`src/rtl/decode_hazard_unit_pkg.sv`:
```
// Shared definitions for the decode/hazard slice: default widths, if_ctl bit
// positions and the {we, is_load, rd} layout of ex_info/mem_info.
package decode_hazard_unit_pkg;
    localparam int DATA_W_DEF = 32;
    localparam int AW_DEF     = 6;

    // if_ctl = {use_rs1, use_rs2, is_branch, branch_ne}
    localparam int CTL_USE_RS1   = 3;
    localparam int CTL_USE_RS2   = 2;
    localparam int CTL_IS_BRANCH = 1;
    localparam int CTL_BRANCH_NE = 0;

    // ex_info/mem_info = {we, is_load, rd}; rd sits in [AW-1:0], the flag
    // offsets below are relative to bit AW.
    localparam int INFO_RD_LSB  = 0;
    localparam int INFO_LD_OFS  = 0;
    localparam int INFO_WE_OFS  = 1;
endpackage

```
`src/rtl/decode_regfile.sv`:
```
// Register file: two combinational read ports, one clocked write port,
// every entry cleared by the asynchronous reset.
import decode_hazard_unit_pkg::*;

module decode_regfile #(
    parameter int DATA_W = DATA_W_DEF,
    parameter int AW     = AW_DEF
) (
    input  logic              clk,
    input  logic              reset,
    input  logic              we,
    input  logic [AW-1:0]     waddr,
    input  logic [DATA_W-1:0] wdata,
    input  logic [AW-1:0]     raddr1,
    output logic [DATA_W-1:0] rdata1,
    input  logic [AW-1:0]     raddr2,
    output logic [DATA_W-1:0] rdata2
);
    logic [DATA_W-1:0] mem [2**AW];

    // clear on reset, otherwise write the writeback port when enabled
    always_ff @(posedge clk or posedge reset) begin
        if (reset) begin
            for (int i = 0; i < 2**AW; i++) mem[i] <= '0;
        end else if (we) begin
            mem[waddr] <= wdata;
        end
    end

    assign rdata1 = mem[raddr1];
    assign rdata2 = mem[raddr2];
endmodule

```
`src/rtl/decode_hazard_unit.sv`:
```
// ID stage: IF/ID register, operand forwarding, load-use / branch hazard
// detection and branch resolution.
// Optional: define DECODE_STALL_CNT_EN to add a saturating hazard-cycle
// counter on output stall_cnt.
import decode_hazard_unit_pkg::*;

module decode_hazard_unit #(
    parameter int DATA_W = DATA_W_DEF,
    parameter int AW     = AW_DEF
) (
    input  logic              clk,
    input  logic              reset,
    input  logic              flush,
    input  logic              ex_stall,
    input  logic              if_valid,
    input  logic [31:0]       if_instr,
    input  logic [3*AW-1:0]   if_regs,
    input  logic [3:0]        if_ctl,
    input  logic [DATA_W-1:0] if_pc4,
    input  logic              wb_we,
    input  logic [AW-1:0]     wb_addr,
    input  logic [DATA_W-1:0] wb_data,
    input  logic [AW+1:0]     ex_info,
    input  logic [AW+1:0]     mem_info,
    input  logic [DATA_W-1:0] mem_data,
    output logic              if_hold,
    output logic              id_valid,
    output logic [31:0]       id_instr,
    output logic [3*AW-1:0]   id_regs,
    output logic [DATA_W-1:0] id_pc4,
    output logic [DATA_W-1:0] id_op1,
    output logic [DATA_W-1:0] id_op2,
    output logic              br_taken
`ifdef DECODE_STALL_CNT_EN
    ,
    output logic [31:0]       stall_cnt
`endif
);
    logic              vld;
    logic [3:0]        ctl;
    logic              hazard;
    logic [AW-1:0]     rs1, rs2;
    logic [DATA_W-1:0] rf1, rf2;

    assign rs1 = id_regs[3*AW-1:2*AW];
    assign rs2 = id_regs[2*AW-1:AW];

    wire           ex_we   = ex_info[AW+INFO_WE_OFS];
    wire           ex_ld   = ex_info[AW+INFO_LD_OFS];
    wire [AW-1:0]  ex_rd   = ex_info[INFO_RD_LSB +: AW];
    wire           mem_we  = mem_info[AW+INFO_WE_OFS];
    wire           mem_ld  = mem_info[AW+INFO_LD_OFS];
    wire [AW-1:0]  mem_rd  = mem_info[INFO_RD_LSB +: AW];
    wire           is_br   = ctl[CTL_IS_BRANCH];

    // IF/ID register: flush beats hold; a hazard or downstream stall holds
    always_ff @(posedge clk or posedge reset) begin
        if (reset) begin
            vld      <= 1'b0;
            id_instr <= '0;
            id_regs  <= '0;
            ctl      <= '0;
            id_pc4   <= '0;
        end else if (flush || !(hazard || ex_stall)) begin
            vld      <= if_valid && !flush;
            id_instr <= if_instr;
            id_regs  <= if_regs;
            ctl      <= if_ctl;
            id_pc4   <= if_pc4;
        end
    end

    decode_regfile #(.DATA_W(DATA_W), .AW(AW)) u_rf (
        .clk    (clk),
        .reset  (reset),
        .we     (wb_we),
        .waddr  (wb_addr),
        .wdata  (wb_data),
        .raddr1 (rs1),
        .rdata1 (rf1),
        .raddr2 (rs2),
        .rdata2 (rf2)
    );

    // MEM ALU results are newest, then the writeback bypass, then the file;
    // loads in MEM have no data yet and are covered by the hazard logic
    function automatic logic [DATA_W-1:0] fwd(input logic [AW-1:0] rs,
                                              input logic [DATA_W-1:0] rf);
        if (rs == '0)                               return '0;
        else if (mem_we && !mem_ld && mem_rd == rs) return mem_data;
        else if (wb_we && wb_addr == rs)            return wb_data;
        else                                        return rf;
    endfunction

    // branches compare in ID, so any EX producer or a MEM load stalls them;
    // other instructions stall only on a load in EX
    function automatic logic src_haz(input logic [AW-1:0] rs, input logic use_rs);
        logic hit;
        hit = (ex_we && ex_ld && ex_rd == rs)
           || (is_br && ex_we && ex_rd == rs)
           || (is_br && mem_we && mem_ld && mem_rd == rs);
        return vld && use_rs && (rs != '0) && hit;
    endfunction

    // operand selection and hazard detection
    always_comb begin
        id_op1 = fwd(rs1, rf1);
        id_op2 = fwd(rs2, rf2);
        hazard = src_haz(rs1, ctl[CTL_USE_RS1]) || src_haz(rs2, ctl[CTL_USE_RS2]);
    end

    assign if_hold  = (hazard || ex_stall) && !reset;
    assign id_valid = vld && !hazard;
    assign br_taken = id_valid && is_br && ((id_op1 == '0) ^ ctl[CTL_BRANCH_NE]);

`ifdef DECODE_STALL_CNT_EN
    // count hazard cycles, sticking at all-ones
    always_ff @(posedge clk or posedge reset) begin
        if (reset)                          stall_cnt <= '0;
        else if (hazard && stall_cnt != '1) stall_cnt <= stall_cnt + 32'd1;
    end
`endif
endmodule

```
`config.mk`:
```
export PLATFORM = sky130hd
export DESIGN_NAME = decode_hazard_unit
export DESIGN_NICKNAME = d
export VERILOG_FILES = /design/src/rtl/decode_hazard_unit_pkg.sv /design/src/rtl/decode_regfile.sv /design/src/rtl/decode_hazard_unit.sv
export SDC_FILE = /design/constraint.sdc
export NUM_CORES = 2
export LEC_CHECK = 0
export BUFFER_PORTS_ARGS = -buffer_cell sky130_fd_sc_hd__buf_2
export CAP_MARGIN = 20
export CORE_UTILIZATION = 57
export DETAILED_ROUTE_END_ITERATION = 12
export PLACE_DENSITY = 0.74
export SYNTH_ARGS = -nofsm -noshare
export SYNTH_HDL_FRONTEND = slang
export SYNTH_SLANG_ARGS = --single-unit
```
`constraint.sdc`:
```
create_clock -name clk -period 68.7 [get_ports clk]
set_input_delay 6.87 -clock clk [delete_from_list [all_inputs] [get_ports clk]]
set_output_delay 6.87 -clock clk [all_outputs]
set_load 0.05 [all_outputs]
```
Word-level counts from Yosys, hierarchy flattened --
Cells that the tools add are included.
Storage, ports and cells: register bits 2135, logic and storage cells 142, output and inout bits 149, input bits 178
Operators by class: order comparisons 4, bitwise gates (word level) 4, multiplexer cells 15, eq/ne operators 6, reduce and logical (&&, ||, !) cells 44
Operators with widths (number):
- $bwmux W2048 | 1
- $bmux W32 S6 | 2
- $mux W32 | 11
- $demux W32 S6 | 1
- $eq A6 B6 Y1 | 6
- $logic_not A32 Y1 | 1
- $logic_and A1 B1 Y1 | 27
- $ge A7 B7 Y1 const B | 3
- $not A6 Y7 | 3
- $logic_not A6 Y1 | 2
- $reduce_bool A6 Y1 | 2
- $logic_or A1 B1 Y1 | 7
- $lt A7 B1 Y1 const B | 1
- $logic_not A1 Y1 | 5
- $xor A1 B1 Y1 | 1

Depth between registers and ports, before layout --
word-level depth 10, gate-level depth with buffers 18, mapped depth without buffers 11

Hierarchy --
From an unflattened synthesis, not the netlist that was laid out.
Unflattened totals: cell total of the unflattened synthesis 7778, area, all modules 114797.6 µm²
By module, submodules not included:
- decode_regfile | area an instance 109243.5 µm², cells each 7222, instances 1, seq. area each 51249.2 µm²
- decode_hazard_unit | area an instance 5554.1 µm², cells each 556, instances 1, seq. area each 2177.1 µm²

Worst setup path after synthesis --
Ideal clock, no wire load.
path type input -> output, start point in wb_addr[1], end point out br_taken, arrival time 10.880 ns, data required time 61.830 ns, stages on the path 13, path slack 50.950 ns, path buffers 2, cells stage by stage clkbuf_1 xnor2_1 nand4_1 or2_0 clkbuf_1 nand3_1 a211oi_1 nor4_1 nor2_1 and4_1 nand4b_1 nor4_2 mux2i_1
Between the ends: longest elaborated chain between the ends 8
Ends and longest elaborated chain:
- start: declaration | RTL line decode_hazard_unit.sv:21 | input logic [AW-1:0] wb_addr,
- $eq A6 B6 Y1 | RTL line decode_hazard_unit.sv:91 | else if (wb_we && wb_addr == rs) return wb_data;
- $logic_and A1 B1 Y1 | RTL line decode_hazard_unit.sv:91
- $mux W32 | RTL line decode_hazard_unit.sv:91
- $mux W32 | RTL line decode_hazard_unit.sv:90 | else if (mem_we && !mem_ld && mem_rd == rs) return mem_data;
- $mux W32 | RTL line decode_hazard_unit.sv:89 | if (rs == '0) return '0;
- net id_op1[31] | RTL line decode_hazard_unit.sv:31 | output logic [DATA_W-1:0] id_op1,
- $logic_not A32 Y1 | RTL line decode_hazard_unit.sv:114 | assign br_taken = id_valid && is_br && ((id_op1 == '0) ^ ctl[CTL_BRANCH_NE]);
- $xor A1 B1 Y1 | RTL line decode_hazard_unit.sv:114
- $logic_and A1 B1 Y1 | RTL line decode_hazard_unit.sv:114
- end: declaration | RTL line decode_hazard_unit.sv:33 | output logic br_taken
The timed path passes the listed nets, and every way through them passes these cells.

Worst setup path after layout --
start point in wb_addr[3], end point out br_taken
Between the ends: longest elaborated chain between the ends 8
Ends and longest elaborated chain (RTL line):
- $eq A6 B6 Y1 | decode_hazard_unit.sv:91
- $logic_and A1 B1 Y1 | decode_hazard_unit.sv:91
- $mux W32 | decode_hazard_unit.sv:91
- $mux W32 | decode_hazard_unit.sv:90
- $mux W32 | decode_hazard_unit.sv:89
- $logic_not A32 Y1 | decode_hazard_unit.sv:114
- $xor A1 B1 Y1 | decode_hazard_unit.sv:114
- $logic_and A1 B1 Y1 | decode_hazard_unit.sv:114
No other way between the ends.

==> flow_summary.json <==
{
  "start_util": 0.576,
  "place_area_um2": 118000,
  "drt-total-wl_um": 405000,
  "worst_pin_slew_ns": 1.25,
  "worstSetupPathType": "input port to output pin",
  "drv_slew": 0,
  "syn_nets": 7598,
  "drive_gt1_frac": 0.567,
  "yosys.area.top_type": "dfrtp_1",
  "cp_max_fo": 22,
  "r2r_cells": 13,
  "holdCritStartpoint": "id_pc4[1]$_DFFE_PP0P_",
  "timing.critical_path.cells": "buf_2, xnor2_1, nand4_1, or2_1, buf_4, nand3_1, a211oi_1, nor4_1, nor2_1, and4_1, nand4b_1, nor4_2, buf_4, mux2i_1, buf_2",
  "drt-initial-drc-count": 9756,
  "dieHeight_um": 450,
  "maxSlewHeadroom": 0.165,
  "io_buffers": 326,
  "ios": 327,
  "slowest_delay_ns": 0.74,
  "vias": 76572,
  "cap_viol_max_count": 0,
  "rr_endpoint": "id_regs[14]$_DFFE_PP0P_",
  "drt-vias-per-instance": 7.45,
  "hpwl_um": 235000,
  "min_path_cells": 1,
  "power.switching_w": 0.00105,
  "yosysMostFrequentCell": "mux2_2",
  "hold_path_end": "id_pc4[1]$_DFFE_PP0P_",
  "swShare": 0.295,
  "synth_cell_types": 77,
  "fin_skew_ns": 0.0187,
  "synth_top_area_share": 0.468,
  "hold_viol": 0,
  "critical-path-top-delay-family": "simple AND/OR/NAND/NOR gates",
  "post_cts_buffers": 0,
  "synth_cells": 7420,
  "startpoint_type": "input port",
  "synthArstFlopShare": 1.00,
  "cts.sinks": 2135,
  "cts_buffers": 218,
  "worstReg2RegStart": "id_regs[13]$_DFFE_PP0P_",
  "place_congestion": 1.01,
  "clkTransAtPathRegs_ns": 0.06,
  "cts_tree": "built",
  "globalRouteOverflowTotal": 0,
  "cts-root-buf": "clkbuf_16",
  "p_leak_nw": 55.8,
  "post-route-period-util": 0.268,
  "row_count": 163,
  "finalCriticalPeriod_ns": 18.43,
  "insertion_delay_ns": 0.88,
  "rsz0062_at_grt": "no",
  "stdcell_area_um2": 126000,
  "worstPathArrival_ns": 11.56,
  "die-area_um2": 202000,
  "pwr-share-comb": 0.222,
  "ir_drop_mv": 0.0302,
  "ys_ff_latch": 2135,
  "clockPowerShare": 0.340,
  "synth_edf_count": 0,
  "yosys-top-cells-count": "2173 x mux2_2, 2135 x dfrtp_1, 1094 x mux4_2",
  "grt_use_total": 0.402,
  "first_pass_iters": 8,
  "worst_setup_path_end_kind": "output pin",
  "ant_nets": 0,
  "wl_per_cell_um": 39.4,
  "cts.repair.resized": 0,
  "fmax_ghz": 0.0542,
  "synth_area_leaders": "dfrtp_1 47%, mux4_2 22%, mux2_2 21%",
  "grt_max_degree": 179,
  "status": "finished, final reports clean",
  "cts_hold_buf": 0,
  "synth_flop_cell": "dfrtp_1",
  "p_int_w": 0.00250,
  "area_growth_pct": 10.1,
  "crit_required_ns": 61.83,
  "slowest_stage": "nand3_1",
  "cts_max_path_buffers": 3,
  "grt_pass1_wl_um": 576000,
  "grt_pass1_vias": 77060,
  "yosys_warnings": 0,
  "antenna_found_initial": 46,
  "ys_seq_area_frac": 0.468,
  "crit_buf_inv": 4,
  "drcViolationCount": 0,
  "r2r_slack_ns": 61.78,
  "core_area_um2": 198000,
  "layout.nets": 7596,
  "avgSynthCellArea_um2": 15.4,
  "synth_area_um2": 114000,
  "p_seq_frac": 0.438,
  "power.density_nw_per_um2": 28.2,
  "tns_ns": 0,
  "ctsHtreeMaxLevel": 4,
  "fp.dieW_um": 450,
  "setup_viol": 0,
  "hold_class": "flip-flop to flip-flop"
}
metal layers:
| metal | share of wire | GRT usage | up-vias |
|---|---|---|---|
| met4 | 0.080 | 0.280 | 20 |
| met1 | 0.35 | 0.507 | 41135 |
| met5 | 0.00034 | 0 | - |
| met3 | 0.13 | 0.149 | 1372 |
| li1 | - | - | 28845 |
| met2 | 0.44 | 0.578 | 5200 |
power groups by stage:
stage / Clock (W) / Sequential [W] / Combinational, W
after floorplan: 0 / 0.00155 / 0.000548
after global placement: 0 / 0.00155 / 0.000748
after detailed placement: 0 / 0.00157 / 0.000762
after CTS: 0.00122 / 0.00155 / 0.000764
after global routing: 0.00127 / 0.00157 / 0.000815
final: 0.00121 / 0.00156 / 0.000787
flip-flops by register name, summed over array words and instances (netlist names):
name      flops
vld           1
id_pc4       32
ctl           4
id_regs      18
u_rf.mem   2048
id_instr     32
kinds of logic after synthesis:
family / after synthesis / share of synthesized area
AO/OA/AOI/OAI: 450 / 0.0279
XOR/XNOR: 36 / 0.00276
flip-flops: 2135 / 0.468
multiplexers: 3516 / 0.452
buffers and inverters: 819 / 0.0309
AND/OR/NAND/NOR: 464 / 0.0191
metrics by stage:
stage	hold WS (ns)	total power, W	std cells	utilization	setup WS, ns
3_5_place_dp	0.487	0.00233	9824	0.596	50.33
6_report	0.497	0.00355	10272	0.635	50.27
3_3_place_gp	0.481	0.00230	9824	0.596	50.30
5_1_grt	0.511	0.00365	10244	0.634	50.13
2_1_floorplan	0.489	0.00209	7420	-	1.51
4_1_cts	0.501	0.00353	10216	0.633	50.31
how the worst max path moves through the flow:
| stage | startpoint | to | slack, ns | depth (start not counted) |
|---|---|---|---|---|
| 3_3_place_gp | mem_info[7] | br_taken | 50.30 | 12 |
| 2_1_floorplan | reset | ctl[0]$_DFFE_PP0P_ | 1.51 | 1 |
| 6_report | wb_addr[3] | br_taken | 50.27 | 15 |
| 4_1_cts | wb_addr[3] | br_taken | 50.31 | 13 |
| 3_5_place_dp | wb_addr[3] | br_taken | 50.33 | 13 |
| 5_1_grt | wb_addr[3] | br_taken | 50.13 | 15 |
cells in the final DEF, fill, tap and decap left out, types with 12 or more instances in the layout:
| cell type | count |
|---|---|
| nand2b_1 | 17 |
| o211ai_1 | 13 |
| mux2_2 | 2173 |
| buf_12 | 18 |
| clkbuf_16 | 225 |
| clkinv_2 | 31 |
| buf_2 | 326 |
| buf_4 | 231 |
| nor2_4 | 34 |
| a221oi_1 | 21 |
| a21oi_1 | 76 |
| bufinv_16 | 12 |
| a211oi_1 | 58 |
| mux4_2 | 1094 |
| xnor2_1 | 13 |
| mux2i_1 | 249 |
| a22oi_1 | 92 |
| o221ai_1 | 20 |
| nor2b_1 | 14 |
| clkbuf_8 | 51 |
| diode_2 | 42 |
| o22ai_1 | 44 |
| nor2_1 | 93 |
| o21ai_0 | 36 |
| nand4_1 | 17 |
| xor2_1 | 23 |
| nand2_1 | 106 |
| and3_1 | 12 |
| nor4_1 | 13 |
| nand3_1 | 42 |
| clkbuf_1 | 62 |
| nand2_2 | 31 |
| nor3_1 | 25 |
| dfrtp_1 | 2123 |
cell type report:
class	count	area [µm²]
Tap cell	2640	3300
Multi-Input combinational cell	4466	57700
Timing Repair Buffer	584	3940
Antenna cell	42	105
Sequential cell	2135	53500
Inverter	13	62.6
Fill cell	14079	72400
Clock buffer	337	6550
Clock inverter	55	644
Power figures use the tool's default switching activity.
